File: src/rtl/counter_slot_arbiter_pkg.sv
// Shared types and helpers for the counter slot arbiter.
//   state_e : arbiter FSM states
//   rr_next : round-robin pointer increment modulo the requester count
package counter_slot_arbiter_pkg;

  typedef enum logic [1:0] {
    IDLE  = 2'd0,
    COUNT = 2'd1,
    DONE  = 2'd2
  } state_e;

  // Next pointer after idx, wrapping at num_req.
  function automatic int unsigned rr_next(input int unsigned idx, input int unsigned num_req);
    return (idx + 1 >= num_req) ? 0 : idx + 1;
  endfunction

endpackage

File: src/rtl/counter_slot_arbiter_rr_pick.sv
// Combinational round-robin selector: first set req_valid bit scanning
// upward from rr_ptr, wrapping modulo NUM_REQ.
//   req_valid : per-requester request flags
//   rr_ptr    : highest-priority index for this scan
//   grant     : one-hot winner (zero when nothing valid)
//   grant_idx : encoded winner index
//   any_valid : at least one request present
module rr_pick #(
  parameter int unsigned NUM_REQ = 4
) (
  input  logic [NUM_REQ-1:0]         req_valid,
  input  logic [$clog2(NUM_REQ)-1:0] rr_ptr,
  output logic [NUM_REQ-1:0]         grant,
  output logic [$clog2(NUM_REQ)-1:0] grant_idx,
  output logic                       any_valid
);

  localparam int unsigned ID_W = $clog2(NUM_REQ);

  int unsigned idx;
  logic        found;

  assign any_valid = |req_valid;

  // Rotating priority scan; rr_ptr < NUM_REQ so one wrap subtraction suffices.
  always_comb begin
    grant     = '0;
    grant_idx = '0;
    found     = 1'b0;
    idx       = 0;
    for (int unsigned off = 0; off < NUM_REQ; off++) begin
      idx = 32'(rr_ptr) + off;
      if (idx >= NUM_REQ) idx = idx - NUM_REQ;
      if (!found && req_valid[ID_W'(idx)]) begin
        found                 = 1'b1;
        grant[ID_W'(idx)]     = 1'b1;
        grant_idx             = ID_W'(idx);
      end
    end
  end

endmodule

File: src/rtl/counter_slot_arbiter.sv
// Round-robin owner of one shared down-counter. A requester hands in a cycle
// count on valid/ready; the winner's count is loaded, decremented to zero,
// and a one-cycle done pulse is returned to that requester.
//   clk, rst        : clock, synchronous active-high reset
//   req_valid       : per-requester request flags
//   req_cycles      : packed per-requester interval lengths
//   req_ready       : one-hot accept, combinational (no path from req_cycles)
//   done            : registered one-cycle completion pulse to the owner
//   busy            : registered, high whenever not IDLE
//   grant_id        : registered owner index, held while idle
//   count_remaining : registered counter value
module counter_slot_arbiter
  import counter_slot_arbiter_pkg::*;
#(
  parameter int unsigned NUM_REQ   = 4,
  parameter int unsigned CNT_WIDTH = 8
) (
  input  logic                           clk,
  input  logic                           rst,
  input  logic [NUM_REQ-1:0]             req_valid,
  input  logic [NUM_REQ*CNT_WIDTH-1:0]   req_cycles,
  output logic [NUM_REQ-1:0]             req_ready,
  output logic [NUM_REQ-1:0]             done,
  output logic                           busy,
  output logic [$clog2(NUM_REQ)-1:0]     grant_id,
  output logic [CNT_WIDTH-1:0]           count_remaining
);

  localparam int unsigned ID_W = $clog2(NUM_REQ);

  state_e                 state_q, state_d;
  logic [ID_W-1:0]        rr_ptr_q, rr_ptr_d;
  logic [ID_W-1:0]        grant_d;
  logic [CNT_WIDTH-1:0]   count_d;
  logic [NUM_REQ-1:0]     done_d;
  logic                   busy_d;

  logic [NUM_REQ-1:0]     pick_grant;
  logic [ID_W-1:0]        pick_idx;
  logic                   pick_any;
  logic [CNT_WIDTH-1:0]   cycles_arr [NUM_REQ];

  // Unpack the flat request-length bus.
  for (genvar i = 0; i < NUM_REQ; i++) begin : g_unpack
    assign cycles_arr[i] = req_cycles[i*CNT_WIDTH +: CNT_WIDTH];
  end

  rr_pick #(.NUM_REQ(NUM_REQ)) u_rr_pick (
    .req_valid (req_valid),
    .rr_ptr    (rr_ptr_q),
    .grant     (pick_grant),
    .grant_idx (pick_idx),
    .any_valid (pick_any)
  );

  // Next-state, next-register and ready logic.
  always_comb begin
    state_d   = state_q;
    rr_ptr_d  = rr_ptr_q;
    grant_d   = grant_id;
    count_d   = count_remaining;
    done_d    = '0;
    busy_d    = busy;
    req_ready = '0;

    unique case (state_q)
      IDLE: begin
        if (pick_any) begin
          // Ready is withheld during reset so no requester sees a phantom accept.
          req_ready = rst ? '0 : pick_grant;
          grant_d   = pick_idx;
          count_d   = cycles_arr[pick_idx];
          busy_d    = 1'b1;
          if (cycles_arr[pick_idx] != '0) begin
            state_d = COUNT;
          end else begin
            state_d           = DONE;
            done_d[pick_idx]  = 1'b1;
          end
        end
      end
      COUNT: begin
        // Decrement gated so the counter can never wrap.
        if (count_remaining != '0) count_d = count_remaining - CNT_WIDTH'(1);
        if (count_remaining <= CNT_WIDTH'(1)) begin
          state_d          = DONE;
          done_d[grant_id] = 1'b1;
        end
      end
      DONE: begin
        state_d  = IDLE;
        busy_d   = 1'b0;
        rr_ptr_d = ID_W'(rr_next(32'(grant_id), NUM_REQ));
      end
      default: begin
        state_d = IDLE;
        busy_d  = 1'b0;
      end
    endcase
  end

  // State and output registers; reset aborts any interval without a done pulse.
  always_ff @(posedge clk) begin
    if (rst) begin
      state_q         <= IDLE;
      rr_ptr_q        <= '0;
      grant_id        <= '0;
      count_remaining <= '0;
      done            <= '0;
      busy            <= 1'b0;
    end else begin
      state_q         <= state_d;
      rr_ptr_q        <= rr_ptr_d;
      grant_id        <= grant_d;
      count_remaining <= count_d;
      done            <= done_d;
      busy            <= busy_d;
    end
  end

endmodule

File: config.mk
export PLATFORM = sky130hd
export DESIGN_NAME = counter_slot_arbiter
export DESIGN_NICKNAME = d
export VERILOG_FILES = /design/src/rtl/counter_slot_arbiter_pkg.sv /design/src/rtl/counter_slot_arbiter_rr_pick.sv /design/src/rtl/counter_slot_arbiter.sv
export SDC_FILE = /design/constraint.sdc
export NUM_CORES = 1
export LEC_CHECK = 0
export ABC_AREA = 0
export CAP_MARGIN = 20
export CORE_UTILIZATION = 25
export CTS_BUF_LIST = sky130_fd_sc_hd__clkbuf_8
export DETAILED_ROUTE_END_ITERATION = 6
export GPL_TIMING_DRIVEN = 1
export PLACE_DENSITY = 0.48
export SLEW_MARGIN = 20
export SYNTH_ARGS = -nofsm -noshare
export SYNTH_HDL_FRONTEND = slang
export SYNTH_SLANG_ARGS = --single-unit
File: constraint.sdc
create_clock -name clk -period 9 [get_ports clk]
set_input_delay 2.25 -clock clk [delete_from_list [all_inputs] [get_ports clk]]
set_output_delay 2.25 -clock clk [all_outputs]
set_load 0.02 [all_outputs]
Word-level counts from Yosys, hierarchy flattened --
Index checks and enable logic that the tools add are counted.
Operators by class: add/sub/neg operators 9, multipliers 0, div/mod/pow operators 0, $lt $le $gt $ge 19, eq/ne operators 5, shifts and indexed selects 0, mux-type cells 55, bitwise logic cells 5, reductions and logical operators 21
Operators with widths (count):
- two-way mux 4 bit | 10
- two-way mux 8 bit | 4
- two-way mux 2 bit | 12
- less-than comparator 2 x 3 -> 1 bit (second input constant) | 6
- binary-select mux 8 bit (select 2 bit) | 1
- one-hot mux 8 bit (2 select lines) | 1
- nonzero test 8 bit | 2
- greater-or-equal comparator 3 bit (second input constant) | 5
- two-way mux 1 bit | 14
- demux 1 bit (select 2 bit) | 6
- greater-or-equal comparator 2 x 1 -> 1 bit (second input constant) | 6
- bitwise OR 4 bit | 3
- logical AND 1 bit | 9
- binary-select mux 1 bit (select 2 bit) | 4
- <= comparator 8 x 1 -> 1 bit (second input constant) | 1
- one-hot mux 4 bit (2 select lines) | 1
- subtractor 2 x 1 -> 2 bit (second input constant) | 4
- subtractor 8 x 1 -> 8 bit (second input constant) | 1
- adder 2 x 1 -> 3 bit (second input constant) | 2
- adder 2 x 2 -> 3 bit (second input constant) | 2
- != test 2 bit (second input constant) | 3
- AND reduction 2 bit | 3
- one-hot mux 2 bit (2 select lines) | 1
- OR reduction 4 bit | 1
- other kinds (10) | 12
Word-level totals: register bits after elaboration 19, latch bits 0, memory bits (writable) 0, bits in read-only memories 0, input port bits 38, output and inout bits 19, logic and storage cells 120, memories kept 0

Depth between registers and ports, before layout --
depth after elaboration 22, gate-level depth with buffers 13, mapped depth without buffers 9

Modules after synthesis --
A second synthesis with hierarchy kept.
Second synthesis, totals: cells, all modules 202, area, all modules 1818.0 um^2
Modules (own cells, without submodules):
- counter_slot_arbiter | times used 1, cells each 151, area each 1371.3 um^2, seq. area each 380.4 um^2
- rr_pick | times used 1, cells each 51, area each 446.7 um^2, seq. area each 0.0 um^2

Worst setup path before layout --
OpenSTA, ideal clock, no wires.
path kind input to output, start input port req_valid[0], end output port req_ready[0], arrival time 3.620 ns, required time 6.750 ns, slack 3.130 ns, cell stages on the path 7, buffers on the path 1, path through clkbuf_2 > mux4_2 > nor2b_4 > a22oi_1 > nor2_1 > a221oi_1 > nor2_1
On the way: cells in the longest elaborated chain, start to end 15
RTL lines:
- start: declaration | line counter_slot_arbiter.sv:20 | input logic [NUM_REQ-1:0] req_valid,
- binary-select mux 1 bit (select 2 bit) | line counter_slot_arbiter_rr_pick.sv:34 | if (!found && req_valid[ID_W'(idx)]) begin
- two-way mux 1 bit (implied by the code) | line counter_slot_arbiter_rr_pick.sv:34
- two-way mux 1 bit | line counter_slot_arbiter_rr_pick.sv:34
- zero test 1 bit | line counter_slot_arbiter_rr_pick.sv:34
- logical AND 1 bit | line counter_slot_arbiter_rr_pick.sv:34
- two-way mux 1 bit | line counter_slot_arbiter_rr_pick.sv:34
- zero test 1 bit | line counter_slot_arbiter_rr_pick.sv:34
- logical AND 1 bit | line counter_slot_arbiter_rr_pick.sv:34
- two-way mux 1 bit | line counter_slot_arbiter_rr_pick.sv:34
- zero test 1 bit | line counter_slot_arbiter_rr_pick.sv:34
- logical AND 1 bit | line counter_slot_arbiter_rr_pick.sv:34
- two-way mux 4 bit | line counter_slot_arbiter_rr_pick.sv:34
- two-way mux 4 bit | line counter_slot_arbiter.sv:70 | req_ready = rst ? '0 : pick_grant;
- two-way mux 4 bit (*) | line counter_slot_arbiter.sv:68 | if (pick_any) begin
- two-way mux 4 bit (*) | line counter_slot_arbiter.sv:66 | unique case (state_q)
- end: declaration | line counter_slot_arbiter.sv:22 | output logic [NUM_REQ-1:0] req_ready,
Mark *: on every way between the ends. The rest lies on a longest branch, timed or not. The select of a mux whose other input is x is not followed.

Worst setup path after layout --
start input port req_valid[3], end output port req_ready[2]
The elaborated chain is that of the path after synthesis.

==> flow_metrics.env <==
export IMPL_slowest_delay_ns=0.72
export IMPL_grt_pass1_wl_um=8370
export IMPL_cp_start_kind="input port"
export IMPL_drive_gt1_share_pct=8.21
export IMPL_grt_usage_pct=13.9
export IMPL_port_buffers=56
export IMPL_max_slew_margin_rel_pct=54.8
export IMPL_crit_type="input port to output port"
export IMPL_vias_per_cell=5.00
export IMPL_post_route_min_period_ns=6.99
export IMPL_final_cell_mix="clkdlybuf4s50_1 (56), nor2_1 (30), dfxtp_1 (19)"
export IMPL_layout_setup_ws_ns=2.01
export IMPL_pin_count=57
export IMPL_synth_nets=271
export IMPL_rsz0062_at_grt="no"
export IMPL_swShare_pct=46.9
export IMPL_die_height_um=87.2
export IMPL_area_delta_synth_final_pct=38.3
export IMPL_fin_cells=364
export IMPL_p_sw_w=0.000284
export IMPL_fp_dieW_um=87.2
export IMPL_vdd_drop_max_uv=64.5
export IMPL_wl_um=4910
export IMPL_met2WireLength_um=2110
export IMPL_drc=0
export IMPL_cts_buffers=3
export IMPL_synth_cell_types=47
export IMPL_setup_viol=0
export IMPL_syn_inst=219
export IMPL_status="finished, final reports clean"
export IMPL_pre_cts_ws_ns=2.06
export IMPL_hold_violations=0
export IMPL_pwr_share_seq_pct=24.8
export IMPL_slowest_stage="clkdlybuf4s50_1"
export IMPL_post_place_cells=359
export IMPL_hpwl_um=3770
export IMPL_routed_wl_met3_um=201
export IMPL_met1_length_um=2560
export IMPL_cts_setup_buffers=0
export IMPL_p_clk_share_pct=10.3
export IMPL_wl_per_cell_um=13.5
export IMPL_clockBufferDepth=2
export IMPL_hold_buffers=0
export IMPL_clk_latency_ns=0.26
export IMPL_clk_pin_slew_ns=0.08
export IMPL_num_vias=1819
export IMPL_synthTopCellsByArea="dfxtp_1 (21%), ha_1 (9.7%), mux2i_1 (7.7%)"
export IMPL_postRouteAntennaNets=0
export IMPL_clockRootBuffer="clkbuf_8"
export IMPL_comb_power_share_pct=64.9
export IMPL_max_freq_mhz=143
export IMPL_finalMaxSlewViolations=0
export IMPL_place_gp_congestion=0.768
export IMPL_path_max_fanout=13
export IMPL_crit_required_ns=6.75
export IMPL_firstDrtPassIters=4
export IMPL_netlist_area_mm2=0.00181
export IMPL_grt_max_degree=21
export IMPL_diodes=0
export IMPL_timing_final_crit_share_pct=77.7
export IMPL_antenna_found_initial=0
export IMPL_drv_cap=0
export IMPL_syn_avg_cell_area_um2=8.28
export IMPL_timing_setup_tns_ns=0
export IMPL_p_leak_nw=0.956
export IMPL_layout_commonest_cell="clkdlybuf4s50_1"
export IMPL_cts_resized=0
export IMPL_synth_top_area_share_pct=21.0
export IMPL_p_per_area_mw_per_mm2=242
export IMPL_core_area_mm2=0.00691
export IMPL_worst_pin_slew_ns=0.676
export IMPL_cts_htree_levels=1
export IMPL_cp_end_kind="output port"
export IMPL_die_area_mm2=0.00760
export IMPL_clock_sinks=19
export IMPL_worstPathArrival_ns=4.74
export IMPL_fin_nets=321
export IMPL_synth_largest_area_cell="dfxtp_1"
export IMPL_cts_tree="yes"
export IMPL_skew_ns=0.00904
export IMPL_grt_ovfl_total=0
export IMPL_worstPathCellList="clkdlybuf4s50_1 -> a21boi_0 -> a22oi_1 -> nor2_1 -> a221oi_1 -> nor2_1 -> clkdlybuf4s50_1"
export IMPL_topRoutingLayerUsed="met4"
export IMPL_hp_class="flop to flop"
export IMPL_grt_pass1_vias=1710
export IMPL_drt_initial_drc_count=104
export IMPL_fillers=735
export IMPL_start_util_pct=26.3
export IMPL_synth_seq_cells=19
export IMPL_intPower_w=0.000322
export IMPL_yosysSeqAreaShare_pct=21.0
export IMPL_rows=30
export IMPL_yosysWarnings=0
[stage by stage]
stage	total power, W	cell area [um2]	hold slack [ns]	utilization, %
final	0.000606	2510	0.514	36.3
after detailed placement	0.000544	2440	0.503	35.4
after global placement	0.000546	2440	0.504	35.4
after CTS	0.000608	2490	0.519	36.1
after floorplan	0.000415	1810	0.453	-
after global routing	0.000665	2510	0.557	36.3
[synth_stat cells (all sizes together)]
master / instances
nor2: 31
dfxtp: 19
nand2: 16
ha: 14
mux2i: 14
nor3: 10
a21oi: 9
inv: 9
clkbuf: 8
a22oi: 7
nand2b: 7
o21ai: 7
a221oi: 6
buf: 6
mux4: 5
o31ai: 5
a211oi: 4
a31oi: 4
o22ai: 4
mux2: 3
nand3b: 3
or3: 3
or4: 3
a21boi: 2
nand3: 2
nand4b: 2
nor2b: 2
o211ai: 2
o32ai: 2
a22o: 1
a32o: 1
and3: 1
nor4: 1
nor4b: 1
o21bai: 1
o311ai: 1
o41ai: 1
or2: 1
or3b: 1
[worst max-delay path, delay by kind of cell]
kind	cells	cell delay [ns]
and+or+nand+nor	2	0.17
buffers and inverters	2	1.25
AOI/OAI and AO/OA	3	1.06
[per-layer routing]
layer	global-route usage [%]	vias up
met1	20.8	832
met2	21.0	60
met4	3.13	0
met5	0	-
li1	-	923
met3	1.99	4
[final cells by class]
class / count / area (um2) / area share, %
Inverter: 9 / 33.8 / 1.35
Timing Repair Buffer: 59 / 591 / 23.6
Multi-Input combinational cell: 177 / 1330 / 53.2
Sequential cell: 19 / 380 / 15.2
Clock buffer: 3 / 41.3 / 1.65
Clock inverter: 1 / 7.51 / 0.299
Tap cell: 96 / 120 / 4.79
[power by group through the flow]
stage | Clock [W] | Sequential, W | Combinational, W
2_1_floorplan | 0 | 0.000169 | 0.000246
3_3_place_gp | 0 | 0.000153 | 0.000393
3_5_place_dp | 0 | 0.000152 | 0.000392
4_1_cts | 0.0000645 | 0.000150 | 0.000393
5_1_grt | 0.0000683 | 0.000157 | 0.000440
6_report | 0.0000623 | 0.000151 | 0.000393
[sequential cells by signal, summed over array words and instances (netlist names)]
register	cells
done	4
rr_ptr_q	2
grant_id	2
busy	1
state_q	2
count_remaining	8
[final timing paths]
path	end	slack, ns	depth (start not counted)	startpoint
setup / recovery	req_ready[2]	2.01	7	req_valid[3]
hold / removal	busy	0.51	1	state_q[1]
setup reg to reg	done[2]	4.82	10	rr_ptr_q[0]
hold reg to reg	busy	0.51	1	state_q[1]
[logic make-up after synthesis]
group | Yosys count | share of synthesized area (%)
fa+ha+maj | 14 | 9.66
compound gates | 57 | 23.3
mux | 22 | 16.0
buf+inv | 23 | 6.07
simple gates | 84 | 24.0
flops | 19 | 21.0
Note: power is estimated with default switching activity, not from simulation.
